### config.mk
export PLATFORM = sky130hd
export DESIGN_NAME = i2s_master
export DESIGN_NICKNAME = d
export VERILOG_FILES = /design/src/rtl/i2s_master_pkg.sv /design/src/rtl/i2s_bclk_gen.sv /design/src/rtl/i2s_master.sv
export SDC_FILE = /design/constraint.sdc
export NUM_CORES = 1
export LEC_CHECK = 0
export CELL_PAD_IN_SITES_DETAIL_PLACEMENT = 0
export CELL_PAD_IN_SITES_GLOBAL_PLACEMENT = 2
export CORE_MARGIN = 2
export CORE_UTILIZATION = 33
export CTS_CLUSTER_SIZE = 16
export DETAILED_ROUTE_END_ITERATION = 8
export PLACE_DENSITY_LB_ADDON = 0.3
export RECOVER_POWER = 50
export SLEW_MARGIN = 20
export SYNTH_ARGS = -nofsm -noshare
export SYNTH_HDL_FRONTEND = slang
export SYNTH_SLANG_ARGS = --single-unit
### constraint.sdc
create_clock -name sys_clk -period 2.9 [get_ports sys_clk]
set_input_delay 0.435 -clock sys_clk [delete_from_list [all_inputs] [get_ports sys_clk]]
set_output_delay 0.435 -clock sys_clk [all_outputs]
set_load 0.03 [all_outputs]
### src/rtl/i2s_master_pkg.sv
// Shared helpers for the I2S master slice.
// Latency: n/a (compile-time only).
// Backpressure: n/a.
//
// Contents: cnt_width() - register width needed to count 0..n-1, never less than 1 bit,
// so a divide-by-1 divider still gets a legal (unused-range) counter.
package i2s_master_pkg;

  function automatic int cnt_width(input int n);
    return (n > 1) ? $clog2(n) : 1;
  endfunction

endpackage

### src/rtl/i2s_bclk_gen.sv
// Bit-clock generator: divides sys_clk by 2*clk_div and flags the bclk edges.
// Latency: rise/fall strobes are combinational in the cycle before bclk changes.
// Backpressure: none; i_enable low freezes the divider and bclk and suppresses strobes.
//
// Ports:
//   i_sys_clk, i_reset_n   clock, async active-low reset
//   i_enable               run; low holds all state
//   o_bclk                 registered bit clock
//   o_rise / o_fall        one-cycle strobes; bclk goes 0->1 / 1->0 at the next edge
module i2s_bclk_gen #(
  parameter int clk_div = 4
) (
  input  logic i_sys_clk,
  input  logic i_reset_n,
  input  logic i_enable,
  output logic o_bclk,
  output logic o_rise,
  output logic o_fall
);
  import i2s_master_pkg::*;

  localparam int DW = cnt_width(clk_div);
  localparam logic [DW-1:0] DIV_LAST = DW'(clk_div - 1);

  logic [DW-1:0] r_div_ctr;
  logic          r_bclk;
  logic          w_tc;

  // Terminal count only counts while running, so strobes are gated by enable too.
  assign w_tc = i_enable && (r_div_ctr == DIV_LAST);

  always_ff @(posedge i_sys_clk or negedge i_reset_n) begin
    if (!i_reset_n) begin
      r_div_ctr <= '0;
      r_bclk    <= 1'b0;
    end else if (i_enable) begin
      if (w_tc) begin
        r_div_ctr <= '0;
        r_bclk    <= ~r_bclk;
      end else begin
        r_div_ctr <= r_div_ctr + DW'(1);
      end
    end
  end

  assign o_bclk = r_bclk;
  assign o_rise = w_tc & ~r_bclk;
  assign o_fall = w_tc & r_bclk;

endmodule

### src/rtl/i2s_master.sv
// Clock-master I2S port: generates bclk/lrclk, serialises tx pair on dout, deserialises din.
// Latency: pair latched at frame start (tx_ready) returns on rx_* at the end of the same frame in loopback.
// Backpressure: none; enable low freezes the link, tx_l/tx_r are sampled only on the tx_ready cycle.
//
// Ports:
//   sys_clk, reset_n        clock, async active-low reset
//   enable                  run; low holds all state, no pulses
//   din                     serial data in, sampled at bclk rise events
//   tx_l, tx_r              samples to send, latched when tx_ready pulses
//   bclk, lrclk, dout       registered link outputs (lrclk 0 = left)
//   tx_ready                one-cycle pulse: tx pair latched
//   rx_l, rx_r, rx_valid    last received pair and its one-cycle update pulse
module i2s_master #(
  parameter int sample_size = 16,
  parameter int slot_bits   = 32,
  parameter int clk_div     = 4
) (
  input  logic                   sys_clk,
  input  logic                   reset_n,
  input  logic                   enable,
  input  logic                   din,
  input  logic [sample_size-1:0] tx_l,
  input  logic [sample_size-1:0] tx_r,
  output logic                   bclk,
  output logic                   lrclk,
  output logic                   dout,
  output logic                   tx_ready,
  output logic [sample_size-1:0] rx_l,
  output logic [sample_size-1:0] rx_r,
  output logic                   rx_valid
);
  import i2s_master_pkg::*;

  localparam int SS = sample_size;
  localparam int BW = cnt_width(2 * slot_bits);
  localparam logic [BW-1:0] B_LAST = BW'(2 * slot_bits - 1);
  localparam logic [BW-1:0] SLOT   = BW'(slot_bits);
  localparam logic [BW-1:0] SS_B   = BW'(sample_size);
  localparam logic [SS-1:0] ONE    = SS'(1);

  logic          w_bclk, w_rise, w_fall;

  logic [BW-1:0] r_b;
  logic          r_lrclk, r_dout, r_primed, r_tx_ready, r_rx_valid;
  logic [SS-1:0] r_tx_l, r_tx_r, r_sr_l, r_sr_r, r_rx_l, r_rx_r;

  logic [BW-1:0] w_b_next, w_np, w_p, w_idx;
  logic          w_next_right, w_cur_right, w_np_in, w_p_in, w_tx_bit;
  logic [SS-1:0] w_tx_ch, w_sr_l_next, w_sr_r_next;

  i2s_bclk_gen #(.clk_div(clk_div)) u_bclk_gen (
    .i_sys_clk (sys_clk),
    .i_reset_n (reset_n),
    .i_enable  (enable),
    .o_bclk    (w_bclk),
    .o_rise    (w_rise),
    .o_fall    (w_fall)
  );

  // Fall side: everything is computed from the bit index we are about to enter.
  assign w_b_next     = (r_b == B_LAST) ? '0 : r_b + BW'(1);
  assign w_next_right = (w_b_next >= SLOT);
  assign w_np         = w_next_right ? (w_b_next - SLOT) : w_b_next;
  assign w_np_in      = (w_np != '0) && (w_np <= SS_B);
  // Position 1 carries the MSB (one-bit I2S delay); out-of-range idx is masked by w_np_in.
  assign w_idx        = SS_B - w_np;
  assign w_tx_ch      = w_next_right ? r_tx_r : r_tx_l;
  assign w_tx_bit     = w_np_in && (|(w_tx_ch & (ONE << w_idx)));

  // Rise side: din belongs to the bit index currently on the wire.
  assign w_cur_right  = (r_b >= SLOT);
  assign w_p          = w_cur_right ? (r_b - SLOT) : r_b;
  assign w_p_in       = (w_p != '0) && (w_p <= SS_B);

  // Next shift-register values are formed combinationally so the end-of-frame copy
  // sees the final right bit when the sample fills the slot up to its last position.
  assign w_sr_l_next  = (w_rise && w_p_in && !w_cur_right) ? {r_sr_l[SS-2:0], din} : r_sr_l;
  assign w_sr_r_next  = (w_rise && w_p_in &&  w_cur_right) ? {r_sr_r[SS-2:0], din} : r_sr_r;

  always_ff @(posedge sys_clk or negedge reset_n) begin
    if (!reset_n) begin
      r_b        <= B_LAST;
      r_lrclk    <= 1'b1;
      r_dout     <= 1'b0;
      r_primed   <= 1'b0;
      r_tx_ready <= 1'b0;
      r_rx_valid <= 1'b0;
      r_tx_l     <= '0;
      r_tx_r     <= '0;
      r_sr_l     <= '0;
      r_sr_r     <= '0;
      r_rx_l     <= '0;
      r_rx_r     <= '0;
    end else begin
      r_tx_ready <= 1'b0;
      r_rx_valid <= 1'b0;
      r_sr_l     <= w_sr_l_next;
      r_sr_r     <= w_sr_r_next;

      if (w_fall) begin
        r_b     <= w_b_next;
        r_lrclk <= w_next_right;
        r_dout  <= w_tx_bit;
        if (w_b_next == '0) begin
          r_tx_l     <= tx_l;
          r_tx_r     <= tx_r;
          r_tx_ready <= 1'b1;
          r_primed   <= 1'b1;
        end
      end

      // Only frames that started after a real frame boundary are reported.
      if (w_rise && (r_b == B_LAST) && r_primed) begin
        r_rx_l     <= w_sr_l_next;
        r_rx_r     <= w_sr_r_next;
        r_rx_valid <= 1'b1;
      end
    end
  end

  assign bclk     = w_bclk;
  assign lrclk    = r_lrclk;
  assign dout     = r_dout;
  assign tx_ready = r_tx_ready;
  assign rx_l     = r_rx_l;
  assign rx_r     = r_rx_r;
  assign rx_valid = r_rx_valid;

endmodule

# [Word level (Yosys, flattened, before mapping)]
# Index checks and enable logic that the tools add are counted.
[word_totals] reg_bits=110 latchBits=0 ram_bits=0 mem_bits_ro=0 input_bits=36 out_inout_bits=37 word_cells=56 memories=0
[classes] add_sub_neg=5 mul=0 n_div=0 magnitude_cmp=4 n_eq_ne=2 shifts=1 muxes=10 bitwise=4 reduce_logical=16
[op_table] op="two-way mux 16 bit" count=3
[op_table] op="two-way mux 6 bit" count=3
[op_table] op="bitwise AND 16 bit" count=1
[op_table] op="OR reduction 16 bit" count=1
[op_table] op="<< shifter 1 x 6 -> 16 bit, first input constant" count=1
[op_table] op="greater-or-equal comparator 6 bit, second input constant" count=2
[op_table] op="<= comparator 6 x 5 -> 1 bit, second input constant" count=2
[op_table] op="nonzero test 6 bit" count=2
[op_table] op="subtractor 6 bit, second input constant" count=2
[op_table] op="logical AND 1 bit" count=9
[op_table] op="adder 6 x 1 -> 6 bit, second input constant" count=1
[op_table] op="equality test 6 bit, second input constant" count=1
[op_table] op="logical NOT 6 bit" count=1
[op_table] op="subtractor 5 x 6 -> 6 bit, first input constant" count=1
[op_table] op="AND reduction 2 bit" count=2
[op_table] op="two-way mux 1 bit" count=3
[op_table] op="adder 2 x 1 -> 2 bit, second input constant" count=1
[op_table] op="bitwise AND 1 bit" count=2
[op_table] op="equality test 2 bit, second input constant" count=1
[op_table] op="two-way mux 2 bit" count=1
[op_table] op="logical NOT 1 bit" count=1
[op_table] op="NOT 1 bit" count=1

# [Depth between registers and ports, before layout]
[depth] word_depth=9 ltp_mapped=10 mapped_depth_nobuf=9

# [Modules after synthesis]
# A second synthesis with hierarchy kept.
[hier_totals] cells_unflattened=338 area_unflattened_um2=4880.9
[modules_own_cells] mod="i2s_master" instances=1 cells_each=327 area_per_inst_um2=4743.3 seq_area_each_um2=2686.3
[modules_own_cells] mod="i2s_bclk_gen" instances=1 cells_each=11 area_per_inst_um2=137.6 seq_area_each_um2=75.1

# [Least setup slack after synthesis]
# No wires, ideal clock.
[synth_path] path_kind="reg-to-reg" start="reg r_b[0]" end="reg r_dout, in the netlist dout" arrival_ns=2.602 required_time_ns=2.818 path_slack_ns=0.216 stages_incl_launch_ff=10 n_path_buf=0 synth_period_minus_slack_ns=2.684 path_cell_list="dfstp_2 ha_1 nand3_1 a311oi_2 and3_1 ha_1 nor4b_2 o311ai_1 or3_1 a31oi_1"
[synth_via] elab_chain_len=9
[synth_lines] element="start: declaration" line="i2s_master.sv:43" source="logic [BW-1:0] r_b;"
[synth_lines] element="start signal: assignment" line="i2s_master.sv:101" source="r_b <= w_b_next;"
[synth_lines] element="adder 6 x 1 -> 6 bit or equality test 6 bit (tied branches)" line="i2s_master.sv:61" source="assign w_b_next = (r_b == B_LAST) ? '0 : r_b + BW'(1);"
[synth_lines] element="two-way mux 6 bit *" line="i2s_master.sv:61"
[synth_lines] element="subtractor 6 bit or greater-or-equal comparator 6 bit (tied branches)" line="i2s_master.sv:63, i2s_master.sv:62"
[synth_lines] element="two-way mux 6 bit" line="i2s_master.sv:63" source="assign w_np = w_next_right ? (w_b_next - SLOT) : w_b_next;"
[synth_lines] element="subtractor 5 x 6 -> 6 bit" line="i2s_master.sv:66" source="assign w_idx = SS_B - w_np;"
[synth_lines] element="<< shifter 1 x 6 -> 16 bit" line="i2s_master.sv:68" source="assign w_tx_bit = w_np_in && (|(w_tx_ch & (ONE << w_idx)));"
[synth_lines] element="bitwise AND 16 bit" line="i2s_master.sv:68"
[synth_lines] element="OR reduction 16 bit" line="i2s_master.sv:68"
[synth_lines] element="logical AND 1 bit *" line="i2s_master.sv:68"
[synth_lines] element="end signal: assignment" line="i2s_master.sv:103" source="r_dout <= w_tx_bit;"
[synth_lines] element="end: declaration" line="i2s_master.sv:44" source="logic r_lrclk, r_dout, r_primed, r_tx_ready, r_rx_valid;"
# Mark *: on every way between the ends. The rest lies on a longest branch, timed or not.
# A chain may end at the register's enable or synchronous reset.

# [Final worst setup path]
# Same ends and word-level chain as after synthesis.

==> flow_summary.json <==
{
  "numCtsBuffers": 9,
  "antenna_found_initial": 0,
  "finClkSkew_ps": 7.90,
  "cts_tree": "built",
  "grt_max_degree": 62,
  "synthAdderAreaFrac_pct": 1.06,
  "portBuffers": 72,
  "ios": 73,
  "path_clk_slew_ps": 70,
  "cts.path.max_buffers": 2,
  "htree_levels": 3,
  "synth.most_common_cell": "dfrtp_1",
  "tns_ps": 0,
  "insertedDiodeCount": 0,
  "cp-start-kind": "flop",
  "start_util_pct": 34.0,
  "drive_gt1_share_pct": 27.6,
  "fin_crit_ps": 2710,
  "max_freq_ghz": 0.369,
  "synth.top_cell.area_share_pct": 54.5,
  "power_density_nw_per_um2": 697,
  "layout.nets": 489,
  "vias": 3039,
  "drtIter0Drc": 89,
  "track_usage_pct": 13.7,
  "postSynthAreaPerCell_um2": 12.8,
  "cp-end-kind": "flop",
  "cp_max_fo": 7,
  "num_rows": 43,
  "grt_pass1_wl_mm": 15.9,
  "required_ps": 3160,
  "syn_to_final_growth_pct": 27.1,
  "grt_overflow": 0,
  "die_h_um": 124,
  "clk_latency_ps": 350,
  "slowest_stage": "dfstp_2",
  "ys_seq_area_share_pct": 58.3,
  "holdPathStages": 2,
  "synth_flop_cell": "dfrtp_1",
  "outcome": "complete, no violations",
  "slew_viol_final": 0,
  "ant_nets": 0,
  "finalHoldViolCount": 0,
  "drt_pre_antenna_iters": 4,
  "core_area_um2": 13900,
  "die_w_um": 124,
  "worstPathArrival_ps": 2970,
  "synthDistinctLibCells": 44,
  "viasPerCell": 4.80,
  "synth_nets": 409,
  "setup_viol": 0,
  "drv_cap": 0,
  "ys_top_cells_by_area": "dfrtp_1 54%, mux2_2 20%, nand2_1 5.2%",
  "tightest_slew_ps": 1190,
  "rsz0062_at_grt": "no",
  "dp_hpwl_mm": 6.65,
  "synth_top_family_by_area": "multiplexers",
  "synthCells": 369,
  "synth_edf_count": 0,
  "cts.sink_count": 110,
  "ys_ff_latch": 110,
  "die-area_um2": 15300,
  "relSlewSlack_pct": 20.8,
  "yosys.area_share.simple_pct": 10.1,
  "max_stage_delay_ps": 610,
  "hold_class": "flop to flop",
  "period_share_pct": 93.4,
  "p_leak_nw": 2.92,
  "reg2reg_depth": 9,
  "postLayoutCoreUtil_pct": 43.2,
  "cts-root-buf": "clkbuf_16",
  "syn-cell-area_um2": 4730,
  "whs_ps": 463,
  "ir_drop_mv": 0.268,
  "crit_chain": "ha_4 -> nand3_1 -> a311oi_2 -> and3_1 -> ha_1 -> nor4b_2 -> o311ai_1 -> or3_1 -> a31oi_1",
  "drt_drc_violations_left": 0,
  "wl_mm": 9.47,
  "place_congestion": 0.755,
  "grt_pass1_vias": 3176,
  "yosys-top-cells-count": "103 x dfrtp_1, 82 x mux2_2, 65 x nand2_1, 10 x mux2i_1, 9 x nor2_1",
  "wl_per_cell_um": 15.0,
  "muxShareOfSynthArea_pct": 22.8,
  "yosys.area.top_type": "dfrtp_1",
  "crit_type": "flop to flop",
  "async_reset_ff_share_pct": 100,
  "synth_compound_area_share_pct": 4.26,
  "synth_xor_xnor_area_share_pct": 1.11,
  "ys_warn_count": 0
}
cell families (layout without fill, tap and decap cells):
logic type | Yosys count | in the layout
adders and majority gates | 4 | 4
muxes | 96 | 96
AOI/OAI and AO/OA | 29 | 29
buffers and inverters | 21 | 105
DFF | 110 | 110
xor gates and xnor gates | 6 | 6
and+or+nand+nor | 103 | 103
state kept, by name, indices dropped and copies added (netlist names):
signal,flops
r_sr_r,16
rx_valid,1
r_sr_l,16
rx_r,16
rx_l,16
r_primed,1
lrclk,1
r_tx_l,16
tx_ready,1
dout,1
r_tx_r,16
u_bclk_gen.r_div_ctr,2
u_bclk_gen.o_bclk,1
r_b,6
metrics by stage:
step                area, µm²  setup slack, ps  power, mW  cells
finish                   6010              191       4.19    633
global placement         5700              146       2.96    617
global route             6010             16.3       4.46    633
CTS                      6010             15.2       4.24    633
floorplan                4730              216       2.60    369
detailed placement       5700             38.8       2.97    617
metal layers:
metal | vias to the layer above | track usage, % | share of wire, %
met5 | - | 0 | 0
met4 | 0 | 6.75 | 2.3
met3 | 15 | 3.71 | 4.6
met2 | 56 | 20.8 | 47
met1 | 1513 | 18.1 | 46
li1 | 1455 | - | -
worst max-delay path, delay by kind of cell (launching register included):
kind	cells	cell delay (ps)
adders and majority gates	2	440
and+or+nand+nor	4	990
AOI/OAI and AO/OA	3	580
DFF	1	610
area by class of cell:
type | count | area (µm²)
fill | 1304 | 7920
inverter | 5 | 18.8
sequential | 110 | 2760
clock buffer | 10 | 239
timing repair buffer | 85 | 825
clock inverter | 5 | 57.6
tap | 180 | 225
multi-input combinational | 238 | 1890
path summary, 6_finish.rpt:
kind                                            from                     end  slack [ps]
worst max-delay path              r_b[0]$_DFFE_PN1P_        dout$_DFFE_PN0P_         190
min in group asynchronous                    reset_n  r_tx_l[12]$_DFFE_PN0P_         840
worst min-delay path            rx_r[12]$_DFFE_PN0P_    rx_r[12]$_DFFE_PN0P_         460
max in group asynchronous                    reset_n     rx_r[4]$_DFFE_PN0P_         530
worst max register to register    r_b[0]$_DFFE_PN1P_        dout$_DFFE_PN0P_         190
worst min register to register  rx_r[12]$_DFFE_PN0P_    rx_r[12]$_DFFE_PN0P_         460
power breakdown:
| part | leakage [nW] | internal, mW | total, mW | switching, mW |
|---|---|---|---|---|
| Sequential | 1.50 | 1.71 | 1.86 | 0.147 |
| Clock | 0.149 | 0.692 | 1.24 | 0.547 |
| Combinational | 1.28 | 0.523 | 1.09 | 0.571 |
| Total | 2.92 | 2.93 | 4.19 | 1.26 |
cell usage in the layout, fill, tap and decap left out, drive strengths merged, types with 2 or more instances in the layout:
| cell | count |
|---|---|
| nor2b | 3 |
| a31oi | 2 |
| nand2 | 65 |
| dfstp | 7 |
| o22ai | 2 |
| nand3 | 7 |
| a2111oi | 2 |
| ha | 4 |
| a211oi | 3 |
| buf | 10 |
| nor3 | 4 |
| clkinv | 3 |
| dfrtp | 103 |
| o21a | 3 |
| a21boi | 2 |
| inv | 6 |
| nand2b | 3 |
| clkdlybuf4s50 | 60 |
| xnor2 | 3 |
| mux2i | 10 |
| mux2 | 85 |
| and3 | 2 |
| xor2 | 3 |
| clkbuf | 13 |
| dlygate4sd3 | 12 |
| a21oi | 3 |
| or3 | 5 |
| nor2 | 9 |
| o21ai | 8 |
repair_timing:
item,CTS,global route
hold endpoints to repair,13,0
buffers inserted,0,0
setup endpoints to repair,0,1
resized for setup,0,4
hold buffers,1,0
Power figures use the tool's default switching activity.
